[config.mk]
export PLATFORM = sky130hd
export DESIGN_NAME = imm_decode_stage
export DESIGN_NICKNAME = d
export VERILOG_FILES = /design/src/rtl/imm_pkg.sv /design/src/rtl/imm_decode_comb.sv /design/src/rtl/imm_decode_stage.sv
export SDC_FILE = /design/constraint.sdc
export NUM_CORES = 1
export LEC_CHECK = 0
export BUFFER_PORTS_ARGS = -buffer_cell sky130_fd_sc_hd__buf_2
export CORE_MARGIN = 1
export CORE_UTILIZATION = 34
export DETAILED_ROUTE_END_ITERATION = 6
export GPL_TIMING_DRIVEN = 1
export SLEW_MARGIN = 0
export SYNTH_ARGS = -nofsm -noshare
export SYNTH_HDL_FRONTEND = slang
export SYNTH_HIERARCHICAL = 1
export SYNTH_SLANG_ARGS = --single-unit
[constraint.sdc]
create_clock -name clk -period 1.9 [get_ports clk]
set_input_delay 0.095 -clock clk [delete_from_list [all_inputs] [get_ports clk]]
set_output_delay 0.095 -clock clk [all_outputs]
set_load 0.02 [all_outputs]
[src/rtl/imm_pkg.sv]
// Shared types for the immediate-decode stage: RV32I/RV64I major opcodes,
// the immediate-format tag carried with every decoded beat, and a small
// helper used by the optional CSR-immediate decode (IMM_DECODE_ZIMM_EN).
package imm_pkg;

    // Major opcodes (instr[6:0]) that the decoder recognises.
    typedef enum logic [6:0] {
        OPC_LOAD     = 7'b0000011,
        OPC_MISC_MEM = 7'b0001111,
        OPC_OP_IMM   = 7'b0010011,
        OPC_AUIPC    = 7'b0010111,
        OPC_STORE    = 7'b0100011,
        OPC_OP       = 7'b0110011,
        OPC_LUI      = 7'b0110111,
        OPC_BRANCH   = 7'b1100011,
        OPC_JALR     = 7'b1100111,
        OPC_JAL      = 7'b1101111,
        OPC_SYSTEM   = 7'b1110011
    } opcode_e;

    // Immediate format tag; encoding 6 is unused.
    typedef enum logic [2:0] {
        IMM_I    = 3'd0,
        IMM_S    = 3'd1,
        IMM_B    = 3'd2,
        IMM_U    = 3'd3,
        IMM_J    = 3'd4,
        IMM_Z    = 3'd5,
        IMM_NONE = 3'd7
    } imm_type_e;

    // Width of the instruction word, independent of XLEN.
    localparam int INSTR_W = 32;

    // CSRRWI / CSRRSI / CSRRCI carry a 5-bit unsigned immediate in rs1.
    function automatic logic is_csr_imm(input logic [2:0] funct3);
        return (funct3 == 3'b101) || (funct3 == 3'b110) || (funct3 == 3'b111);
    endfunction

endpackage

[src/rtl/imm_decode_comb.sv]
// Purely combinational immediate decoder, parametrised by XLEN (32 or 64).
// Every format is first assembled as a 32-bit sign-extended value and then
// sign-extended once more to XLEN, so U-format immediates take bit 31 as
// their sign on RV64. Define IMM_DECODE_ZIMM_EN to decode the CSR*I zimm
// field; otherwise all SYSTEM instructions report IMM_NONE.
module imm_decode_comb
    import imm_pkg::*;
#(
    parameter int XLEN = 32
) (
    input  logic [INSTR_W-1:0] instr_i,
    output logic [XLEN-1:0]    imm_o,
    output imm_type_e          imm_type_o,
    output logic               illegal_o
);

    logic [31:0] imm32;

    // Opcode decode: select the format, assemble the 32-bit immediate.
    always_comb begin
        imm32      = '0;
        imm_type_o = IMM_NONE;
        illegal_o  = 1'b0;
        if (instr_i[1:0] != 2'b11) begin
            // Compressed / reserved encodings are not handled by this stage.
            illegal_o = 1'b1;
        end else begin
            case (instr_i[6:0])
                OPC_OP_IMM, OPC_LOAD, OPC_JALR: begin
                    imm_type_o = IMM_I;
                    imm32      = {{20{instr_i[31]}}, instr_i[31:20]};
                end
                OPC_STORE: begin
                    imm_type_o = IMM_S;
                    imm32      = {{20{instr_i[31]}}, instr_i[31:25], instr_i[11:7]};
                end
                OPC_BRANCH: begin
                    imm_type_o = IMM_B;
                    imm32      = {{19{instr_i[31]}}, instr_i[31], instr_i[7],
                                  instr_i[30:25], instr_i[11:8], 1'b0};
                end
                OPC_JAL: begin
                    imm_type_o = IMM_J;
                    imm32      = {{11{instr_i[31]}}, instr_i[31], instr_i[19:12],
                                  instr_i[20], instr_i[30:21], 1'b0};
                end
                OPC_LUI, OPC_AUIPC: begin
                    imm_type_o = IMM_U;
                    imm32      = {instr_i[31:12], 12'b0};
                end
                OPC_OP, OPC_MISC_MEM: begin
                    // Register-only formats: no immediate, still legal.
                    imm_type_o = IMM_NONE;
                end
                OPC_SYSTEM: begin
`ifdef IMM_DECODE_ZIMM_EN
                    if (is_csr_imm(instr_i[14:12])) begin
                        imm_type_o = IMM_Z;
                        imm32      = {27'b0, instr_i[19:15]};
                    end
`endif
                end
                default: begin
                    // Unknown opcode: tag it and let the beat flow on.
                    illegal_o = 1'b1;
                end
            endcase
        end
    end

    // Final sign extension to the datapath width. zimm has bit 31 clear,
    // so the same extension leaves it zero-extended.
    generate
        if (XLEN == 32) begin : g_xlen32
            assign imm_o = imm32;
        end else begin : g_xlen_wide
            assign imm_o = {{(XLEN-32){imm32[31]}}, imm32};
        end
    endgenerate

endmodule

[src/rtl/imm_decode_stage.sv]
// Registered immediate-decode stage between fetch and execute. Incoming
// beats are decoded combinationally and stored in a main register (which
// drives the outputs) backed by a one-entry skid register, giving full
// throughput with a registered in_ready. flush empties both entries.
// The optional CSR-immediate decode is enabled by IMM_DECODE_ZIMM_EN.
module imm_decode_stage
    import imm_pkg::*;
#(
    parameter int XLEN = 32
) (
    input  logic               clk,
    input  logic               rst_n,
    input  logic               flush,
    input  logic               in_valid,
    output logic               in_ready,
    input  logic [INSTR_W-1:0] in_instr,
    input  logic [XLEN-1:0]    in_pc,
    output logic               out_valid,
    input  logic               out_ready,
    output logic [INSTR_W-1:0] out_instr,
    output logic [XLEN-1:0]    out_pc,
    output logic [XLEN-1:0]    out_imm,
    output imm_type_e          out_imm_type,
    output logic               out_illegal
);

    // One decoded beat as it travels through the stage.
    typedef struct packed {
        logic [INSTR_W-1:0] instr;
        logic [XLEN-1:0]    pc;
        logic [XLEN-1:0]    imm;
        imm_type_e          imm_type;
        logic               illegal;
    } beat_t;

    localparam beat_t BEAT_RESET = '{
        instr:    '0,
        pc:       '0,
        imm:      '0,
        imm_type: IMM_NONE,
        illegal:  1'b0
    };

    typedef enum logic [1:0] {
        ST_EMPTY = 2'd0,
        ST_ONE   = 2'd1,
        ST_TWO   = 2'd2
    } state_e;

    state_e          state_q;
    beat_t           main_q;
    beat_t           skid_q;
    logic            in_ready_q;

    beat_t           beat_d;
    logic [XLEN-1:0] dec_imm;
    imm_type_e       dec_type;
    logic            dec_illegal;
    logic            accept;
    logic            drain;

    imm_decode_comb #(
        .XLEN (XLEN)
    ) u_decode (
        .instr_i    (in_instr),
        .imm_o      (dec_imm),
        .imm_type_o (dec_type),
        .illegal_o  (dec_illegal)
    );

    // Assemble the incoming beat from the raw inputs and the decoder.
    always_comb begin
        beat_d          = BEAT_RESET;
        beat_d.instr    = in_instr;
        beat_d.pc       = in_pc;
        beat_d.imm      = dec_imm;
        beat_d.imm_type = dec_type;
        beat_d.illegal  = dec_illegal;
    end

    assign accept = in_valid & in_ready_q;
    assign drain  = out_valid & out_ready;

    // Skid-buffer FSM; in_ready_q tracks "next state is not TWO".
    always_ff @(posedge clk or negedge rst_n) begin
        if (!rst_n) begin
            state_q    <= ST_EMPTY;
            main_q     <= BEAT_RESET;
            skid_q     <= BEAT_RESET;
            in_ready_q <= 1'b1;
        end else if (flush) begin
            // Redirect: drop held entries and any beat offered this cycle.
            state_q    <= ST_EMPTY;
            in_ready_q <= 1'b1;
        end else begin
            case (state_q)
                ST_EMPTY: begin
                    if (accept) begin
                        main_q  <= beat_d;
                        state_q <= ST_ONE;
                    end
                end
                ST_ONE: begin
                    if (accept && drain) begin
                        main_q <= beat_d;
                    end else if (accept) begin
                        // Downstream stalled: park the new beat behind main.
                        skid_q     <= beat_d;
                        state_q    <= ST_TWO;
                        in_ready_q <= 1'b0;
                    end else if (drain) begin
                        state_q <= ST_EMPTY;
                    end
                end
                ST_TWO: begin
                    if (drain) begin
                        main_q     <= skid_q;
                        state_q    <= ST_ONE;
                        in_ready_q <= 1'b1;
                    end
                end
                default: begin
                    state_q    <= ST_EMPTY;
                    in_ready_q <= 1'b1;
                end
            endcase
        end
    end

    assign in_ready     = in_ready_q;
    assign out_valid    = (state_q != ST_EMPTY);
    assign out_instr    = main_q.instr;
    assign out_pc       = main_q.pc;
    assign out_imm      = main_q.imm;
    assign out_imm_type = main_q.imm_type;
    assign out_illegal  = main_q.illegal;

endmodule

==> key figures <==
Detailed routing
  • Routed WL per cell: 16.2 um
  • Pre-Repair DR Iteration Count: 7
  • Routed vias: 6520
  • Routed Antenna Nets: 0
  • Initial DRC Count: 348
  • Via density: 4.82
  • DRC viols: 15
  • Routed WL: 22000 um

Clock network
  • Total clock sinks: 203
  • Clk pin slew, worst setup/hold paths: 0.06 ns
  • CTS H-tree depth: 1
  • Clock root cell: clkbuf_16
  • Num CTS Buffers: 24
  • Max Root-Sink Buffers: 3
  • Post-CTS setup buffers: 0
  • Skew-Pair Late Insertion Delay: 0.52 ns
  • CTS tree: built

Synth
  • Share of synthesized registers carrying an async set or reset: 100%
  • Synthesized Nets: 834
  • Synth Cell Area: 0.00918 mm^2
  • Ys Warns: 6
  • Mapped Avg Cell Area: 12.0 um^2
  • Seq/Total Area, Yosys: 55.4%
  • #FFs+latches synth: 203
  • Mapped Cells: 765
  • Number of synthesized flops with an enable pin: 0
  • Synth cell types: 49
  • Main synth FF type: dfrtp_1

Placed design
  • Placer Congestion: slightly below 0.8
  • Buffers added on ports: 170
  • Dpl ws: 0.121 ns
  • Post-DP HPWL: ~15000 um

Final layout
  • Area growth syn-to-layout: 30.5%
  • Layout cells sized above 1: between 30% and 40%
  • # diodes: 0
  • Final net count: 1069
  • Layout fillers: approximately 2.5k

Min path
  • HP Start: in_instr[3]
  • Hold crit path type: in -> reg

Floorplanning
  • Initial Util: between 30% and 40%
  • Core area: 0.0263 mm^2
  • DIE WIDTH: 166 um
  • Num ports: 171
  • Row count: 59
  • Die Height: 166 um
  • Die ar.: 0.0277 mm^2

Timing
  • Clock Skew: 0.0159 ns
  • Setup TNS: 0 ns
  • Max-slew violation count: 0
  • Endpoints failing setup: 0
  • Slew Limit Headroom: 66.5%
  • Hold Vio Cnt, Final: 0
  • Worst slew pin tran: 0.503 ns
  • Final setup margin: ~0.14 ns
  • Minimum period implied by the final worst setup slack: ~1.8 ns
  • RSZ-0062 raised after global routing: false
  • Final worst-path cycle share: 92.7%
  • FMAX: 568 MHz
  • Fin Hold WS: 0.0554 ns

Power and ir drop
  • Power Density: around 1100 mW/mm^2
  • Lkg Pwr: 5.61 nW
  • Peak VDD IR: 0.457 mV

Flow run
  • Max-cap violations: 0

Worst setup path
  • CP Launch Point: in_ready
  • CP max FO: 52
  • Worst Path Required: about 2.3 ns
  • Worst EP arrival: 2.14 ns
  • Crit Path Category: reg -> reg
  • CP startpoint kind: register
  • Endpoint type of the worst setup path: register
  • Reg2reg start: in_ready

Global route
  • Gr ovfl total: 0
  • Largest net degree at the start of global routing: 80
  • Initial antenna violation count: 0
  • First-pass GRT wire length: around 36000 um
  • Vias in the first global route: between 6k and 7k
  • GRT Resource Usage Total: ~16%

Outcome
  • Outcome: complete, but fails checks
  • Failing checks: design-rule violations
## kinds of logic (layout without fill, tap and decap cells)
family,Yosys count,in the layout,synth area share [%]
compound gates,147,147,9.48
buf+inv,58,311,4.06
flops,203,203,55.4
mux,201,201,23.3
simple gates,156,156,7.77
## power by group
part / internal, W / leakage [nW] / switching, W
combinational: 0.00110 / 2.61 / 0.00132
sequential: 0.00524 / 2.59 / 0.000434
clock: 0.00293 / 0.407 / 0.00184
total: 0.00928 / 5.61 / 0.00360
## placed cells by master, fill, tap and decap left out, types with 4 or more instances in the layout
cell type and count:
a22o_1 4, buf_2 168, clkbuf_16 25, and2_1 9, clkinv_2 6, nand2_1 108, nor3_1 5, dfrtp_1 196
a21o_2 10, dfstp_2 7, o21ai_1 100, a21oi_1 9, clkbuf_1 6, buf_12 15, a21o_1 10, nor2_1 9
buf_4 15, dlygate4sd3_1 64, mux2i_1 101, mux2_2 100
## registers in the layout (all words and copies together), names as in the netlist
signal        count
in_ready          1
out_illegal       1
out_imm          32
out_imm_type      3
out_instr        32
out_pc           32
skid_q          100
state_q           2
## repair_timing
action | in CTS | in global routing
hold buffers | 64 | 0
hold endpoints to repair | 317 | 0
setup endpoints to repair | 0 | 1
gates resized for setup | 0 | 2
## cell usage after synthesis, types with 9 or more instances
master	instances	area share, %
dfrtp_1	196	53
nand2_1	108	4.4
mux2i_1	101	11
mux2_2	100	12
o21ai_1	100	5.5
buf_2	25	1.4
clkbuf_1	14	0.57
buf_6	13	1.6
a21o_1	10	0.82
a21o_2	10	0.95
a21oi_1	9	0.49
and2_1	9	0.61
nor2_1	9	0.37
## metrics by stage
step	instance area [um^2]	util [%]	power [W]	cells
floorplan	9180	-	0.00723	765
global placement	10500	40.0	0.00801	1245
detailed placement	10500	40.0	0.00810	1245
CTS	12000	45.6	0.0131	1353
global route	12000	45.6	0.0135	1353
finish	12000	45.6	0.0129	1353
## area by class of cell
cell class / instances / area, um^2 / share of cell area (%)
flip-flops and latches: 203 / 5090 / 42.5
multi-input cells: 504 / 3730 / 31.1
repair buffers: 264 / 1920 / 16.0
clock buffers: 34 / 689 / 5.75
well taps: 335 / 419 / 3.50
clock inverters: 10 / 129 / 1.08
inverters: 3 / 11.3 / 0.0939
## final timing paths
check | to | slack, ns | cells past startpoint
hold / removal | out_instr[3] | 0.06 | 3
hold reg to reg | out_imm_type[1] | 0.46 | 2
setup reg to reg | out_instr[15] | 0.14 | 5
setup / recovery | out_instr[15] | 0.14 | 5
max in group asynchronous | out_pc[3] | 1.08 | 3
min in group asynchronous | out_pc[26] | 0.10 | 2
## layer usage
layer / share of wire (%) / global-route usage, %
met3: 5.0 / 2.76
met4: 2.2 / 4.79
met2: 48 / 27.2
met5: 0 / 0
met1: 45 / 21.4
## critical path, stage by stage (launching register included)
cell	delay [ns]
dfstp_2	0.56
nand2_1	0.10
o41a_2	0.46
buf_4	0.30
nand2_1	0.13
o21ai_1	0.06
No activity file was read; power rests on OpenSTA's default activity.
